$ cat config.mk
export PLATFORM = sky130hd
export DESIGN_NAME = regfile_scan_reader
export DESIGN_NICKNAME = d
export VERILOG_FILES = /design/src/rtl/regfile_pkg.sv /design/src/rtl/scan_out_buf.sv /design/src/rtl/regfile_scan_reader.sv
export SDC_FILE = /design/constraint.sdc
export NUM_CORES = 1
export LEC_CHECK = 0
export CAP_MARGIN = 20
export CORE_MARGIN = 2
export CORE_UTILIZATION = 45
export CTS_CLUSTER_DIAMETER = 30
export DETAILED_ROUTE_END_ITERATION = 16
export GPL_TIMING_DRIVEN = 0
export PLACE_DENSITY = 0.76
export SYNTH_ARGS = -nofsm -noshare
export SYNTH_HDL_FRONTEND = slang
export SYNTH_SLANG_ARGS = --single-unit
export TNS_END_PERCENT = 10
$ cat constraint.sdc
create_clock -name clk -period 7 [get_ports clk]
set_input_delay 1.4 -clock clk [delete_from_list [all_inputs] [get_ports clk]]
set_output_delay 1.4 -clock clk [all_outputs]
set_load 0.01 [all_outputs]
$ cat src/rtl/regfile_pkg.sv
`default_nettype none
// ---------------------------------------------------------------------------
// regfile_pkg : shared types and helpers for the register_file scan reader
// Rev 1.0
// ---------------------------------------------------------------------------
package regfile_pkg;

  typedef enum logic [1:0] {
    IDLE  = 2'd0,
    RUN   = 2'd1,
    DRAIN = 2'd2
  } state_e;

  localparam int BUF_DEPTH = 2;

  // Depth need not be a power of two, so wrap explicitly at depth-1.
  function automatic logic [31:0] next_addr(input logic [31:0] addr, input int unsigned depth);
    return (addr >= depth - 32'd1) ? 32'd0 : addr + 32'd1;
  endfunction

endpackage
`default_nettype wire

$ cat src/rtl/scan_out_buf.sv
`default_nettype none
// ---------------------------------------------------------------------------
// scan_out_buf : 2-entry valid/ready FIFO; head word is always presented
// Rev 1.0
// ---------------------------------------------------------------------------
module scan_out_buf
  import regfile_pkg::*;
#(
  parameter int WIDTH = 21
) (
  input  logic             clk,
  input  logic             rst,
  input  logic             push_i,
  input  logic [WIDTH-1:0] data_i,
  input  logic             pop_i,
  output logic [WIDTH-1:0] data_o,
  output logic             full_o,
  output logic             empty_o
);

  logic [WIDTH-1:0] mem_q [BUF_DEPTH];
  logic             wr_ptr_q;
  logic             rd_ptr_q;
  logic [1:0]       cnt_q;
  logic             w_do_push;
  logic             w_do_pop;

  assign full_o    = (cnt_q == 2'(BUF_DEPTH));
  assign empty_o   = (cnt_q == 2'd0);
  assign w_do_pop  = pop_i && !empty_o;
  assign w_do_push = push_i && (!full_o || w_do_pop);
  assign data_o    = mem_q[rd_ptr_q];

  always_ff @(posedge clk or posedge rst) begin
    if (rst) begin
      for (int i = 0; i < BUF_DEPTH; i++) mem_q[i] <= '0;
      wr_ptr_q <= 1'b0;
      rd_ptr_q <= 1'b0;
      cnt_q    <= 2'd0;
    end else begin
      if (w_do_push) begin
        mem_q[wr_ptr_q] <= data_i;
        wr_ptr_q        <= !wr_ptr_q;
      end
      if (w_do_pop) rd_ptr_q <= !rd_ptr_q;
      cnt_q <= cnt_q + {1'b0, w_do_push} - {1'b0, w_do_pop};
    end
  end

endmodule
`default_nettype wire

$ cat src/rtl/regfile_scan_reader.sv
`default_nettype none
// ---------------------------------------------------------------------------
// regfile_scan_reader : sweeps a wrapping register_file address range and
// streams the words on a valid/ready port with address and last flag
// Rev 1.0
// ---------------------------------------------------------------------------
module regfile_scan_reader
  import regfile_pkg::*;
#(
  parameter int DATA_WIDTH = 16,
  parameter int DEPTH      = 16,
  parameter int ADDR_WIDTH = 4,
  parameter int RD_LATENCY = 1
) (
  input  logic                  clk,
  input  logic                  rst,
  input  logic                  start_i,
  input  logic [ADDR_WIDTH-1:0] start_addr_i,
  input  logic [ADDR_WIDTH:0]   count_i,
  output logic                  busy_o,
  output logic                  done_o,
  output logic                  err_o,
  output logic [ADDR_WIDTH-1:0] rd_addr_o,
  input  logic [DATA_WIDTH-1:0] rd_data_i,
  output logic                  m_valid_o,
  input  logic                  m_ready_i,
  output logic [DATA_WIDTH-1:0] m_data_o,
  output logic [ADDR_WIDTH-1:0] m_addr_o,
  output logic                  m_last_o
);

  localparam int                WORD_W  = DATA_WIDTH + ADDR_WIDTH + 1;
  localparam logic [ADDR_WIDTH:0] c_depth = (ADDR_WIDTH + 1)'(DEPTH);
  localparam logic [ADDR_WIDTH:0] c_one   = (ADDR_WIDTH + 1)'(1);

  state_e                state_q;
  logic                  busy_q;
  logic                  done_q;
  logic                  err_q;
  logic [ADDR_WIDTH-1:0] rd_addr_q;
  logic [ADDR_WIDTH-1:0] rd_addr_d;
  logic [ADDR_WIDTH:0]   rem_q;

  logic                  w_pop;
  logic                  w_issue;
  logic                  w_push;
  logic                  w_pend;
  logic                  w_full;
  logic                  w_empty;
  logic [1:0]            w_occ;
  logic [WORD_W-1:0]     w_push_word;
  logic [WORD_W-1:0]     w_head;

  // Credit counts a word leaving this cycle, so 1 beat/cycle holds at latency 1.
  assign w_pop     = !w_empty && m_ready_i;
  assign w_occ     = (w_full ? 2'd2 : {1'b0, !w_empty}) - {1'b0, w_pop} + {1'b0, w_pend};
  assign w_issue   = (state_q == RUN) && (rem_q != '0) && (w_occ < 2'd2);
  assign rd_addr_d = ADDR_WIDTH'(next_addr(32'(rd_addr_q), DEPTH));

  if (RD_LATENCY == 0) begin : g_lat0
    assign w_pend      = 1'b0;
    assign w_push      = w_issue;
    assign w_push_word = {rd_data_i, rd_addr_q, rem_q == c_one};
  end else begin : g_lat1
    logic                  pend_q;
    logic                  pend_last_q;
    logic [ADDR_WIDTH-1:0] pend_addr_q;

    always_ff @(posedge clk or posedge rst) begin
      if (rst) begin
        pend_q      <= 1'b0;
        pend_last_q <= 1'b0;
        pend_addr_q <= '0;
      end else begin
        pend_q      <= w_issue;
        pend_last_q <= (rem_q == c_one);
        pend_addr_q <= rd_addr_q;
      end
    end

    assign w_pend      = pend_q;
    assign w_push      = pend_q;
    assign w_push_word = {rd_data_i, pend_addr_q, pend_last_q};
  end

  scan_out_buf #(
    .WIDTH (WORD_W)
  ) u_buf (
    .clk     (clk),
    .rst     (rst),
    .push_i  (w_push),
    .data_i  (w_push_word),
    .pop_i   (w_pop),
    .data_o  (w_head),
    .full_o  (w_full),
    .empty_o (w_empty)
  );

  always_ff @(posedge clk or posedge rst) begin
    if (rst) begin
      state_q   <= IDLE;
      busy_q    <= 1'b0;
      done_q    <= 1'b0;
      err_q     <= 1'b0;
      rd_addr_q <= '0;
      rem_q     <= '0;
    end else begin
      done_q <= 1'b0;
      err_q  <= 1'b0;
      case (state_q)
        IDLE: begin
          if (start_i) begin
            if (({1'b0, start_addr_i} >= c_depth) || (count_i > c_depth)) begin
              err_q <= 1'b1;
            end else if (count_i == '0) begin
              done_q <= 1'b1;
            end else begin
              state_q   <= RUN;
              busy_q    <= 1'b1;
              rd_addr_q <= start_addr_i;
              rem_q     <= count_i;
            end
          end
        end
        RUN: begin
          if (w_issue) begin
            rem_q <= rem_q - c_one;
            if (rem_q == c_one) state_q <= DRAIN;
            else                rd_addr_q <= rd_addr_d;
          end
        end
        DRAIN: begin
          if (w_pop && w_head[0]) begin
            state_q <= IDLE;
            busy_q  <= 1'b0;
            done_q  <= 1'b1;
          end
        end
        default: state_q <= IDLE;
      endcase
    end
  end

  assign busy_o    = busy_q;
  assign done_o    = done_q;
  assign err_o     = err_q;
  assign rd_addr_o = rd_addr_q;
  assign m_valid_o = !w_empty;
  assign m_data_o  = w_head[WORD_W-1 -: DATA_WIDTH];
  assign m_addr_o  = w_head[ADDR_WIDTH:1];
  assign m_last_o  = w_head[0] && !w_empty;

endmodule
`default_nettype wire

# Word-level counts from Yosys, hierarchy flattened
# Index checks and enable logic that the tools add are counted.
# op_classes
n_addsub,6
magnitude_cmp,6
n_eq_ne,11
muxes,39
n_bitwise,2
n_reduce_logical,23
# ops
cell,n
$mux W21,4
$bwmux W42,1
$mux W4,6
$demux W21 S1,1
$mux W5,4
$mux W2,7
$ne A2 B2 Y1 const B,6
$reduce_and A6 Y1,2
$mux W1,11
$pmux W5 S2,1
$reduce_and A5 Y1,2
$logic_and A1 B1 Y1,8
$pmux W4 S2,1
$pmux W2 S3,1
$eq A5 B1 Y1 const B,1
$gt A5 B5 Y1 const B,1
$logic_not A5 Y1,1
$reduce_bool A5 Y1,1
$sub A5 B1 Y5 const B,1
$add A2 B1 Y2,2
$add A4 B1 Y4 const B,1
$eq A2 B2 Y1 const B,2
$ge A2 B2 Y1 const B,2
$ge A4 B4 Y1 const B,1
11 further kinds,19
# totals
register_bits,66
inputBits,29
out_inout_bits,29
elab_cells,101

# Logic depth before layout (Yosys ltp)
# Gate-level depths: netlist of run 1.
# logic_depth
word_depth,9
ltp_mapped,8
mapped_depth_nobuf,8

# Modules after synthesis
# Synthesis of run 1 repeated with hierarchy kept, for this count alone.
# unflattened
hier_cells,245
area_unflattened_um2,3159.3
# by_module_without_submodules
mod,instances,cells_each,area_per_inst_um2,seq_area_each_um2
scan_out_buf,1,135,2050.7,1151.1
regfile_scan_reader,1,110,1108.6,500.5

# Least setup slack after synthesis of run 1
# OpenSTA, ideal clock, no wires.
# synth_timing
path_kind,input port to flip-flop
from,input port m_ready_i
to,"register rd_addr_q[1], in the netlist rd_addr_o[1]"
setup_time_ps,125
t_arrival_ps,3162
required_time_ps,6875
slack_ps,3713
path_stages,8
n_path_buf,0
path_cell_list,o21ai_0 inv_1 ha_1 nand2b_1 xnor3_1 a31oi_4 nor3b_4 mux2_4
# synth_via
elab_chain_len,7
# synth_lines
element,line,text
"start, declared",regfile_scan_reader.sv:26,"input logic m_ready_i,"
$logic_and A1 B1 Y1,regfile_scan_reader.sv:55,assign w_pop = !w_empty && m_ready_i;
$sub A2 B1 Y2,regfile_scan_reader.sv:56,"assign w_occ = (w_full ? 2'd2 : {1'b0, !w_empty}) - {1'b0, w_pop} + {1'b0, w_pend};"
$add A2 B1 Y2,regfile_scan_reader.sv:56,
$lt A2 B2 Y1,regfile_scan_reader.sv:57,assign w_issue = (state_q == RUN) && (rem_q != '0) && (w_occ < 2'd2);
$logic_and A1 B1 Y1,regfile_scan_reader.sv:57,
$ne A2 B2 Y1 (no source line),-,
$reduce_and A6 Y1 (no source line),-,
"end signal, assigned",regfile_scan_reader.sv:120,rd_addr_q <= start_addr_i;
"end signal, assigned",regfile_scan_reader.sv:129,else rd_addr_q <= rd_addr_d;
"end, declared",regfile_scan_reader.sv:40,logic [ADDR_WIDTH-1:0] rd_addr_q;
# Every way passes these cells.
# A chain may end at the register's enable or synchronous reset.

# Worst setup path in the final report of run 1
# layout_timing
from,input port m_ready_i
to,"register rd_addr_q[3], in the netlist rd_addr_o[3]"
# The elaborated chain is that of the path after synthesis.

==> out/results.ini, run 1 <==
[clock_network]
cts_hold_buf = 0
ctsResizeCount = 0
h-tree-depth = 3
cts_buffers = 9
clkTransAtPathRegs_ns = 0.07
cts.sink_count = 66
cts-root-buf = clkbuf_8
post_cts_buffers = 0
cts_buffer_depth = 2
clk_latency_ns = 0.34
cts_tree = built

[power_and_ir_drop]
ir_drop_v = 0.000118
pwr-share-clk = 0.363
p_seq_frac = 0.473
p_leak_nw = 1.90
p_comb_frac = 0.164
power_switching_mw = 0.224
p_per_area_nw_per_um2 = 211
p_int_mw = 0.627
switching_share = 0.263

[sta]
finalMaxSlewViolations = 0
worst_slack_ns = 3.34
fin_tns_setup_ns = 0
fmax_ghz = 0.274
rsz0062_at_grt = false
max_slew_margin = 0.511
fin_hold_ws_ns = 0.488
hold_viol = 0
skew_ns = 0.0119
setup_violations = 0
fin_crit_sh = 0.522
period_needed_ns = 3.66
tightest_slew_ns = 0.733

[place]
port_buffers = 57
dp_slack_ns = 2.96
gp_routability_congestion = 0.840
hpwlAfterDp_microns = 4240

[die]
core.rowCount = 30
core_sq_um = 6760
die-height_microns = 87.5
initial_core_util = 0.465
die_area_sq_um = 7660
fp.dieW_microns = 87.5
io_pins = 58

[global_route]
first_global_vias = 2072
grt.total_usage = 0.163
grt_overflow = 0
antenna_found_initial = 0
grt_max_degree = 35
grt_pass1_wl_microns = 9590

[worst_hold_path]
hp-class = reg2reg
min_path_cells = 0

[yosys]
synth_top_family_by_area = multiplexers
ys.flop_type = dfrtp_1
synth_simple_gate_area_frac = 0.0813
syn_nets = 278
synthAdderAreaFrac = 0.0279
synth_edf_count = 0
synthXorXnorAreaFrac = 0.0211
synth_compound_area_frac = 0.0797
avgSynthCellArea_sq_um = 13.0
yosysSeqAreaShare = 0.526
netlist_area_sq_um = 3140
synthCells = 242
yosys_warnings = 0
async_reset_ff_frac = 1.00
muxShareOfSynthArea = 0.238
yosysUniqueCellTypes = 44
ys_seq_elements = 66

[layout]
area_growth_pct = 28.2
layout.nets = 347
drive_gt1_frac = 0.301
antenna_cells = 0

[setup_path]
crit_cells = 9
cp_slowest_stage_delay_ns = 0.43
startpoint_type = primary input
reg2reg_slack_ns = 4.11
rr_endpoint = rd_addr_o[3]
ff2ff_path_depth = 8
cp-end-kind = register
cp.required_ns = 7.21
r2r_start = u_buf.cnt_q[1]
critPathLaunch = m_ready_i
path_max_fanout = 8
cp_num_buf_inv = 2
worstSetupPathType = in2reg
cp.arrival_ns = 3.87
crit_path_end = rd_addr_o[3]
crit_slowest_cell = clkdlybuf4s50_1
critPathTopFamily = buffers and inverters
crit_path_cell_trace = clkdlybuf4s50_1 > o21ai_0 > inv_1 > ha_1 > nand2b_1 > xnor3_1 > a31oi_4 > nor3b_4 > mux2_4

[routing]
drt_iter0_drc = 46
drt_pre_antenna_iters = 4
drt-total-wl_microns = 5950
via_count = 2085
highest_layer = met4
ant_nets = 0
wl_met2_microns = 2760
via_per_inst = 5.27
wl_met1_microns = 2830
drc = 0
wl_met3_microns = 274
wl_per_cell_microns = 15.0

[outcome]
outcome = complete, no violations

[run]
drv_cap = 0

## cells in the final DEF, fill, tap and decap left out, types with 2 or more instances in the layout
cell	n
dfrtp_1	66
mux2_2	62
clkdlybuf4s50_1	57
inv_1	11
nand2_1	11
o21ai_0	9
a21oi_1	9
clkbuf_8	9
nor2_1	8
ha_1	7
xnor2_1	5
buf_2	4
nand3_1	4
nor2b_1	3
a2bb2oi_1	3
clkinv_2	3
nand2b_1	2
and2_1	2
nor3_1	2
clkbuf_1	2
mux2i_1	2
mux2_4	2
a31oi_1	2
buf_1	2
clkinv_4	2
## cells by family (layout without fill, tap and decap cells)
kind of cell	Yosys count	after routing
buffers and inverters	20	94
muxes	66	66
xor gates and xnor gates	6	6
adders and majority gates	7	7
AOI/OAI and AO/OA	34	34
DFF	66	66
and+or+nand+nor	43	43
## how the worst min path moves through the flow
stage	start	to	slack, ns
after CTS	rd_addr_o[3]	g_lat1.pend_addr_q[3]	0.49
after global routing	rd_addr_o[3]	g_lat1.pend_addr_q[3]	0.52
final	rd_addr_o[3]	g_lat1.pend_addr_q[3]	0.49
after floorplan	rem_q[4]	rem_q[4]	0.47
after global placement	rd_addr_o[3]	g_lat1.pend_addr_q[3]	0.48
after detailed placement	rd_addr_o[3]	g_lat1.pend_addr_q[3]	0.48
## metrics by stage
stage	utilization	total power, mW	instance area (sq um)	cells
global route	0.596	0.892	4020	396
detailed placement	0.567	0.551	3830	380
global placement	0.564	0.547	3810	379
floorplan	-	0.502	3140	242
CTS	0.596	0.861	4020	396
finish	0.596	0.851	4020	396
## state kept, by name, indices dropped and copies added, names as in the netlist
register and cells:
g_lat1.pend_last_q 1, g_lat1.pend_q 1, u_buf.mem_q 42, err_o 1
rd_addr_o 4, busy_o 1, u_buf.cnt_q 2, u_buf.wr_ptr_q 1
done_o 1, u_buf.rd_ptr_q 1, state_q 2, rem_q 5
g_lat1.pend_addr_q 4
## per-layer routing
metal | GRT usage | vias to the layer above
li1 | - | 1003
met4 | 0.0671 | 0
met2 | 0.262 | 54
met5 | 0 | -
met1 | 0.214 | 1020
met3 | 0.0398 | 8
## synth_stat cells, types with 2 or more instances
cell       count  area [sq um]
clkbuf_1       2          7.51
a2bb2oi_1      3          26.3
nand2b_1       2          12.5
and2_1         2          12.5
xnor2_1        5          43.8
inv_1         12          45.0
dfrtp_1       66          1650
nor2_1         8          30.0
nor3_1         2          10.0
a21oi_1        9          45.0
mux2_2        62           698
nand2_1       11          41.3
o21ai_0        9          45.0
buf_2          4          20.0
a31oi_1        2          12.5
mux2i_1        2          20.0
mux2_4         2          30.0
ha_1           7          87.6
buf_1          2          7.51
nand3_1        4          20.0
nor2b_1        3          18.8
## final cells by class
type                       count  area, sq um
fill                         557         2730
sequential                    66         1650
multi-input combinational    156         1410
timing repair buffer          58          591
clock buffer                   9          124
tap                           80          100
clock inverter                 7         70.1
inverter                      12         45.0
buffer                         8         35.0
## power by group through the flow
stage | clock network, mW | logic (mW) | registers [mW]
3_5_place_dp | 0 | 0.141 | 0.410
4_1_cts | 0.316 | 0.142 | 0.403
5_1_grt | 0.335 | 0.153 | 0.405
2_1_floorplan | 0 | 0.0947 | 0.407
6_report | 0.309 | 0.139 | 0.403
3_3_place_gp | 0 | 0.137 | 0.410
Power figures use the tool's default switching activity.
==> run 2, diff against run 1 <==
--- a/config.mk
+++ b/config.mk
@@ -11,7 +11,7 @@
 export CTS_CLUSTER_DIAMETER = 30
 export DETAILED_ROUTE_END_ITERATION = 16
 export GPL_TIMING_DRIVEN = 0
-export PLACE_DENSITY = 0.76
+export PLACE_DENSITY = 0.79
 export SYNTH_ARGS = -nofsm -noshare
 export SYNTH_HDL_FRONTEND = slang
 export SYNTH_SLANG_ARGS = --single-unit
==> constraint.sdc (replaced) <==
create_clock -name clk -period 3.3 [get_ports clk]
set_input_delay 0.66 -clock clk [delete_from_list [all_inputs] [get_ports clk]]
set_output_delay 0.66 -clock clk [all_outputs]
set_load 0.01 [all_outputs]
==> out/results.ini, run 2 (same netlist as run 1, synthesis figures left out) <==
[place]
placed_cell_area_sq_um = 3830  ; unchanged
port_buffers = 57  ; unchanged
place_inst = 380  ; unchanged
hpwlAfterDp_microns = 4450  ; +4.9%
dp_slack_ns = -0.0391  ; -2.99 ns
gp_routability_congestion = 0.844  ; +0.44%

[routing]
drt_iter0_drc = 60  ; +30%
drc = 0  ; unchanged
drt_pre_antenna_iters = 4  ; unchanged
wl_per_cell_microns = 15.6  ; +3.8%
ant_nets = 0  ; unchanged
via_count = 2153  ; +3.3%
drt-total-wl_microns = 6170  ; +3.8%
via_per_inst = 5.44  ; +3.3%

[worst_hold_path]
min_path_cells = 1  ; +1
hp-class = reg2reg

[sta]
fin_crit_sh = 0.897
period_needed_ns = 2.96
fmax_ghz = 0.338
tightest_slew_ns = 0.830  ; +0.0974 ns
finalMaxSlewViolations = 0  ; unchanged
hold_viol = 0  ; unchanged
worst_slack_ns = 0.339  ; -3.01 ns
max_slew_margin = 0.446  ; -0.0650
setup_violations = 0  ; unchanged
fin_hold_ws_ns = 0.500  ; +0.0115 ns
fin_tns_setup_ns = 0  ; unchanged
rsz0062_at_grt = false
skew_ns = 0.00874  ; -0.00313 ns

[die]
core.rowCount = 30  ; unchanged
initial_core_util = 0.465  ; unchanged
core_sq_um = 6760  ; unchanged
io_pins = 58  ; unchanged
die-height_microns = 87.5  ; unchanged
fp.dieW_microns = 87.5  ; unchanged
die_area_sq_um = 7660  ; unchanged

[layout]
mostFrequentLayoutCell = dfrtp_1
reg.largest.list = u_buf.mem_q x42, rem_q x5
layout_common_cells = dfrtp_1, mux2_2, clkdlybuf4s50_1, inv_1, nand2_1
multi_input_area_sq_um = 1410  ; unchanged
regMostFlops = u_buf.mem_q
drive_gt1_frac = 0.301  ; unchanged
antenna_cells = 0  ; unchanged
final_area_sq_um = 4030  ; +0.19%
final_cells = 396  ; unchanged
ff_latch_area_sq_um = 1650  ; unchanged
largest_reg_flops = 42  ; unchanged
layout.nets = 347  ; unchanged
fill_cells = 552  ; -0.90%
area_growth_pct = 28.4
post-route-util = 0.597  ; +0.00111

[power_and_ir_drop]
p_per_area_nw_per_um2 = 454  ; +110%
ir_drop_v = 0.000190  ; +61%
design_power_total_mw = 1.83  ; +120%
p_leak_nw = 1.91  ; about the same

[setup_path]
cp.required_ns = 3.52  ; -3.69 ns
crit_path_cell_trace = clkdlybuf4s50_1 > o21ai_0 > inv_1 > ha_1 > nand2b_1 > xnor3_1 > a31oi_4 > nor3b_4 > mux2_4
cp.arrival_ns = 3.19  ; -0.68 ns
cp-end-kind = register
crit_slowest_cell = clkdlybuf4s50_1
startpoint_type = primary input
cp_slowest_stage_delay_ns = 0.42  ; about the same
worstSetupPathType = in2reg
ff2ff_path_depth = 8  ; unchanged
path_max_fanout = 8  ; unchanged

[global_route]
grt_max_degree = 40  ; +14%
grt_overflow = 0  ; unchanged
grt.total_usage = 0.176  ; +0.0128
antenna_found_initial = 0  ; unchanged
first_global_vias = 2260  ; +9.1%
grt_pass1_wl_microns = 10400  ; +8.4%

[clock_network]
cts_buffer_depth = 2  ; unchanged
clkTransAtPathRegs_ns = 0.07  ; about the same
ctsResizeCount = 0  ; unchanged
cts_hold_buf = 0  ; unchanged
post_cts_buffers = 0  ; unchanged
cts.sink_count = 66  ; unchanged
cts_tree = built
h-tree-depth = 3  ; unchanged
clk_latency_ns = 0.34  ; about the same
cts-root-buf = clkbuf_8
cts_buffers = 9  ; unchanged

[outcome]
outcome = complete, no violations

[run]
drv_cap = 0  ; unchanged

-- run 2: worst max-delay path: cells and delay by family --
| family | cells | cell delay, ns |
|---|---|---|
| AOI/OAI and AO/OA | 2 | 0.48 |
| xor gates and xnor gates | 1 | 0.30 |
| adders and majority gates | 1 | 0.33 |
| buffers and inverters | 2 | 0.59 |
| muxes | 1 | 0.33 |
| and+or+nand+nor | 2 | 0.49 |
-- run 2: metal layers --
layer,global-route usage,vias up,share of wire
li1,-,1004,-
met1,0.220,1084,0.44
met2,0.295,56,0.50
met3,0.0493,9,0.045
met4,0.0587,0,0.0081
met5,0,-,0
-- run 2: cell type report --
class	instances	area share
buffer	8	0.00869
clock buffer	9	0.0307
clock inverter	7	0.0192
inverter	12	0.0112
multi-input combinational	156	0.349
sequential	66	0.410
tap	80	0.0248
timing repair buffer	58	0.146
-- run 2: where the power goes --
part	switching (mW)	internal, mW	total [mW]
registers	0.0242	0.830	0.854
logic	0.143	0.155	0.298
clock network	0.326	0.354	0.679
-- run 2: worst paths after layout --
check,from,endpoint,slack [ns]
setup reg to reg,u_buf.cnt_q[1],rd_addr_o[3],0.34
min in group asynchronous,rst,rd_addr_o[0],0.80
max in group asynchronous,rst,u_buf.mem_q[14],1.87
hold / removal,g_lat1.pend_last_q,u_buf.mem_q[21],0.50
hold reg to reg,g_lat1.pend_last_q,u_buf.mem_q[21],0.50
setup / recovery,m_ready_i,rd_addr_o[3],0.34
==> run 3, diff against run 2 <==
--- a/config.mk
+++ b/config.mk
@@ -8,7 +8,7 @@
 export CAP_MARGIN = 20
 export CORE_MARGIN = 2
 export CORE_UTILIZATION = 45
-export CTS_CLUSTER_DIAMETER = 30
+export CTS_CLUSTER_DIAMETER = 120
 export DETAILED_ROUTE_END_ITERATION = 16
 export GPL_TIMING_DRIVEN = 0
 export PLACE_DENSITY = 0.79
==> results of run 3 <==
The final DEF is identical to that of run 2; final timing and power are the same.
==> patch 1: new RTL, settings of run 3 <==
Set the parameter `DATA_WIDTH` to 20 (it was 16).
--- a/src/rtl/regfile_scan_reader.sv
+++ b/src/rtl/regfile_scan_reader.sv
@@ -9,3 +9,3 @@
 #(
-  parameter int DATA_WIDTH = 16,
+  parameter int DATA_WIDTH = 20,
   parameter int DEPTH      = 16,
Ports: changed (resized m_data_o and rd_data_i); port bits go from 58 to 66. No check against the original RTL was run, so the function may have changed too.
==> patch 1 against run 3 <==
Synthesized area is 9.1% higher; sequential share of layout area grew 1.3 points; design area rose by 8.7%; synthesized cell count up 7.0%; routed wire length up 3.9%; worst setup slack lost 0.18 ns; sequential cell count up 8; count of clock-buffer cells in the layout is the same.
Power is not compared: it rests on default switching activity, and its combinational part moved more than twofold at a synthesized area within 25%.
==> patch 1: results (changes against run 3) <==
[status]
outcome = completed

[placed_design]
postPlaceCellArea_mm2 = 0.00420  ; +9.7%
portBuffers = 65  ; +14%
gp_congestion = 0.864  ; +2.4%
hpwl_um = 4620  ; +3.8%

[grt]
grt_max_degree = 75  ; +88%
grt_pass1_wl_um = 11200  ; +7.7%
use_met3_pct = 3.90  ; -1.0 points
use_met2_pct = 25.9  ; -3.7 points
grt_usage_pct = 16.7  ; -0.97 points
grt_util_met1_pct = 23.9  ; +1.9 points
grt_pass1_vias = 2355  ; +4.2%
antenna_found_initial = 0  ; unchanged

[route]
drt_pass1_iterations = 4  ; unchanged
num_vias = 2240  ; +4.0%
wire_per_inst_um = 14.6  ; -6.2%
drt_iter0_drc = 41  ; -32%

[cells_and_area]
nets = 375  ; +8.1%
antenna_cells = 0  ; unchanged
drive_gt1_share_pct = 10.9  ; -19 points
reg_top3 = u_buf.mem_q x50, rem_q x5

[worst_setup_path]
crit_arrival_ns = 2.48  ; -0.71 ns
cp_max_fo = 10  ; +2

[clocking]
ctsResizeCount = 0  ; unchanged
clk_pin_slew_ns = 0.07  ; about the same
cts_root_buffer = clkbuf_8
post_cts_buffers = 0  ; unchanged
worstSkewPairLatency_ns = 0.34  ; about the same
clockBufferDepth = 2  ; unchanged
cts_max_level = 3  ; unchanged
numCtsBuffers = 9  ; unchanged

[synth]
synth_warnings = 0  ; unchanged
synth.area.top_cells = dfrtp_1 (54%), mux2_1 (23%), mux2_2 (2.6%)
synth_edf_count = 0  ; unchanged
synth_cell_type_count = 41  ; -6.8%
yosysSeqAreaShare_pct = 54.1  ; +1.4 points
synth_common_cells = dfrtp_1 (74), mux2_1 (71), inv_1 (12)
synthArstFlopShare_pct = 100  ; unchanged
syn-num-nets = 299  ; +7.6%

[sta]
maxSlewHeadroom_pct = 41.7  ; -2.9 points
final.setup_skew_ns = 0.00644  ; -0.00230 ns

[power]
peakVddDrop_v = 0.000476
p_leak_nw = 1.89

[min_path]
hold_class = reg -> reg

[patch 1: changes by cell type in the layout (fill, tap and decap cells not counted), moves of 3 or more]
cell,delta
clkdlybuf4s50_1,+8
o21ai_0,-5
a2bb2oi_1,-3
mux2_2,-54
dfrtp_1,+8
a21oi_1,-6
o21ai_1,+3
mux2_1,+71
[patch 1: critical path: stages, from the launching register on]
cell and delay, ns:
dfrtp_1 0.33, clkbuf_1 0.36, clkbuf_1 0.56, mux2_1 0.41
clkdlybuf4s50_1 0.49
[patch 1: cell type report]
| cell class | count | area, um2 |
|---|---|---|
| buffer | 10 | 46.3 |
| clock buffer | 9 | 124 |
| clock inverter | 7 | 53.8 |
| fill | 575 | 2950 |
| inverter | 15 | 58.8 |
| multi-input combinational | 160 | 1470 |
| sequential | 74 | 1850 |
| tap | 99 | 124 |
| timing repair buffer | 65 | 651 |
[patch 1: kinds of logic after synthesis]
logic type | share of synthesized area (%)
flops | 54.1
buf+inv | 2.96
fa+ha+maj | 2.56
xor+xnor | 1.94
mux | 27.1
compound gates | 5.70
simple gates | 5.66
[patch 1: power breakdown]
part           switching [mW]  internal [mW]  total (mW)
logic                   0.985           1.21        2.19
clock network           0.343          0.277       0.620
registers               0.247           1.35        1.59
total                    1.58           2.83        4.41
[patch 1: worst paths after layout]
check,slack [ns],startpoint,end,cells past startpoint
worst max-delay path,0.16,u_buf.rd_ptr_q,m_addr_o[3],4
worst min-delay path,0.48,u_buf.mem_q[32],u_buf.mem_q[32],1
worst max register to register,0.81,u_buf.cnt_q[1],rd_addr_o[1],10
worst min register to register,0.48,u_buf.mem_q[32],u_buf.mem_q[32],1
max in group asynchronous,1.87,rst,u_buf.mem_q[43],2
min in group asynchronous,0.85,rst,u_buf.mem_q[6],2
[patch 1: metal layers]
| layer | routed length [um] | up-vias |
|---|---|---|
| li1 | - | 1079 |
| met1 | 3240 | 1106 |
| met2 | 2880 | 52 |
| met3 | 262 | 3 |
| met4 | 29 | 0 |
| met5 | 0 | - |
[patch 1: metrics by stage]
stage / setup WS, ns / hold slack (ns) / setup TNS [ns] / std cells / total power [mW]
floorplan: 0.758 / 0.450 / 0 / 259 / 2.93
global placement: -0.372 / 0.450 / -27.26 / 423 / 3.75
detailed placement: 0.296 / 0.455 / 0 / 423 / 3.83
CTS: 0.105 / 0.477 / 0 / 439 / 4.45
global route: 0.0352 / 0.507 / 0 / 439 / 4.75
finish: 0.159 / 0.482 / 0 / 439 / 4.41
==> patch 2: new RTL, config.mk and constraints of run 3 <==
Without the edit above. Re-encode `state_e` (3 states) as one-hot, 3 bits wide.
--- a/src/rtl/regfile_pkg.sv
+++ b/src/rtl/regfile_pkg.sv
@@ -7,6 +7,6 @@
 
-  typedef enum logic [1:0] {
-    IDLE  = 2'd0,
-    RUN   = 2'd1,
-    DRAIN = 2'd2
+  typedef enum logic [2:0] {
+    IDLE  = 3'b001,
+    RUN   = 3'b010,
+    DRAIN = 3'b100
   } state_e;
Check against the original RTL: no difference found for any inputs over 10 cycles, from zero or initial values and one cycle with rst high; not proved beyond that.
==> patch 2 against run 3 <==
Non-clock buffer count grew 2; synthesized area up 3.3%; worst setup slack gained 0.080 ns; routed wire length increased by 3.2%; design area increased by 3.1%; maximum frequency increased by 2.8%; register-to-register slack improved by 0.73 ns; global-route usage increased by 0.076 points; largest cell class unchanged; sequential cell count is 1 higher.
Power is not compared: it rests on default switching activity, and its combinational part moved more than twofold at a synthesized area within 25%.
==> patch 2: results (changes against run 3) <==
[route]
ant_nets = 0  ; unchanged
drt_iter0_drc = 82  ; +37%
vias_per_cell = 5.24  ; -3.6%
wire_per_inst_um = 15.3  ; -2.0%

[grt]
grt_max_degree = 42  ; +5.0%
grt_usage_pct = 17.7  ; +0.076 points
grt_pass1_wl_um = 10500  ; +1.1%
grt_pass1_vias = 2234  ; -1.2%

[worst_setup_path]
reg2reg_depth = 7  ; -1
cp_max_fo = 10  ; +2
crit_arrival_ns = 2.22  ; -0.97 ns
r2r_setup_slack_ns = 1.07  ; +0.73 ns

[placed_design]
placedCellCount = 401  ; +5.5%
gp_congestion = 0.875  ; +3.6%
portBuffers = 57  ; unchanged
hpwl_um = 4610  ; +3.6%

[synth]
synth.area.top_cells = dfrtp_1 (51%), mux2_2 (22%), ha_1 (2.7%)
syn-num-nets = 283  ; +1.8%
yosysSeqAreaShare_pct = 51.8  ; -0.85 points
synth_cell_type_count = 58  ; +32%
syn_inst = 247  ; +2.1%
synth_common_cells = dfrtp_1 (66), mux2_2 (62), inv_1 (10), nor2_1 (10), nand2_1 (8)

[cells_and_area]
nets = 352  ; +1.4%
fill_cells = 561  ; +1.6%
drive_gt1_share_pct = 31.8  ; +1.7 points
instances_no_fill = 417  ; +5.3%

[sta]
worst_pin_slew_ns = 0.897  ; +0.0664 ns
hold_slack_ns = 0.491  ; -0.00934 ns

[min_path]
worstHoldEndpoint = g_lat1.pend_addr_q[1]
hold_depth = 0  ; -1

[status]
outcome = completed

[patch 2: kinds of logic (layout without fill, tap and decap cells)]
logic type,after synthesis,after routing,synth area share [%]
simple gates,49,49,10.1
fa+ha+maj,7,7,2.70
buf+inv,21,95,3.32
flops,67,67,51.8
compound gates,33,33,7.91
xor+xnor,6,6,2.08
mux,64,64,22.2
[patch 2: critical path, stage by stage (launching register included)]
cell,delay (ns)
dfrtp_1,0.43
buf_1,0.54
mux2_2,0.41
clkdlybuf4s50_1,0.50
[patch 2: cell type report]
cell class,count,share of cell area (%)
Buffer,10,1.57
Timing Repair Buffer,58,14.2
Inverter,11,1.02
Sequential cell,67,40.4
Tap cell,96,2.89
Multi-Input combinational cell,159,35.0
Clock buffer,9,2.98
Clock inverter,7,1.93
[patch 2: through the flow]
| step | total power [mW] | TNS (ns) | cell area [um2] | worst slack (ns) | util (%) |
|---|---|---|---|---|---|
| 3_5_place_dp | 2.94 | 0 | 3950 | 0.400 | 57.5 |
| 2_1_floorplan | 2.26 | 0 | 3240 | 0.958 | - |
| 6_report | 3.61 | 0 | 4160 | 0.419 | 60.5 |
| 3_3_place_gp | 2.86 | -9.70 | 3930 | -0.150 | 57.2 |
| 4_1_cts | 3.65 | 0 | 4160 | 0.364 | 60.5 |
| 5_1_grt | 3.85 | 0 | 4160 | 0.318 | 60.5 |
[patch 2: per-layer routing]
layer / global-route usage (%) / up-vias / wire length, um
met5: 0 / - / 0
met3: 3.64 / 14 / 324
met1: 21.9 / 1058 / 2870
li1: - / 1047 / -
met4: 8.26 / 0 / 140
met2: 29.7 / 66 / 3040
[patch 2: power by group]
| group | leakage (nW) | internal [mW] | total (mW) | switching (mW) |
|---|---|---|---|---|
| sequential | 0.814 | 1.17 | 1.39 | 0.227 |
| clock | 0.0973 | 0.359 | 0.704 | 0.345 |
| combinational | 0.867 | 0.927 | 1.51 | 0.582 |
[patch 2: how the worst max path moves through the flow]
stage,start,endpoint
after global routing,u_buf.rd_ptr_q,m_data_o[14]
after floorplan,rst,busy_o
after detailed placement,m_ready_i,rd_addr_o[3]
after global placement,rst,u_buf.mem_q[13]
final,u_buf.rd_ptr_q,m_data_o[1]
after CTS,u_buf.rd_ptr_q,m_addr_o[0]
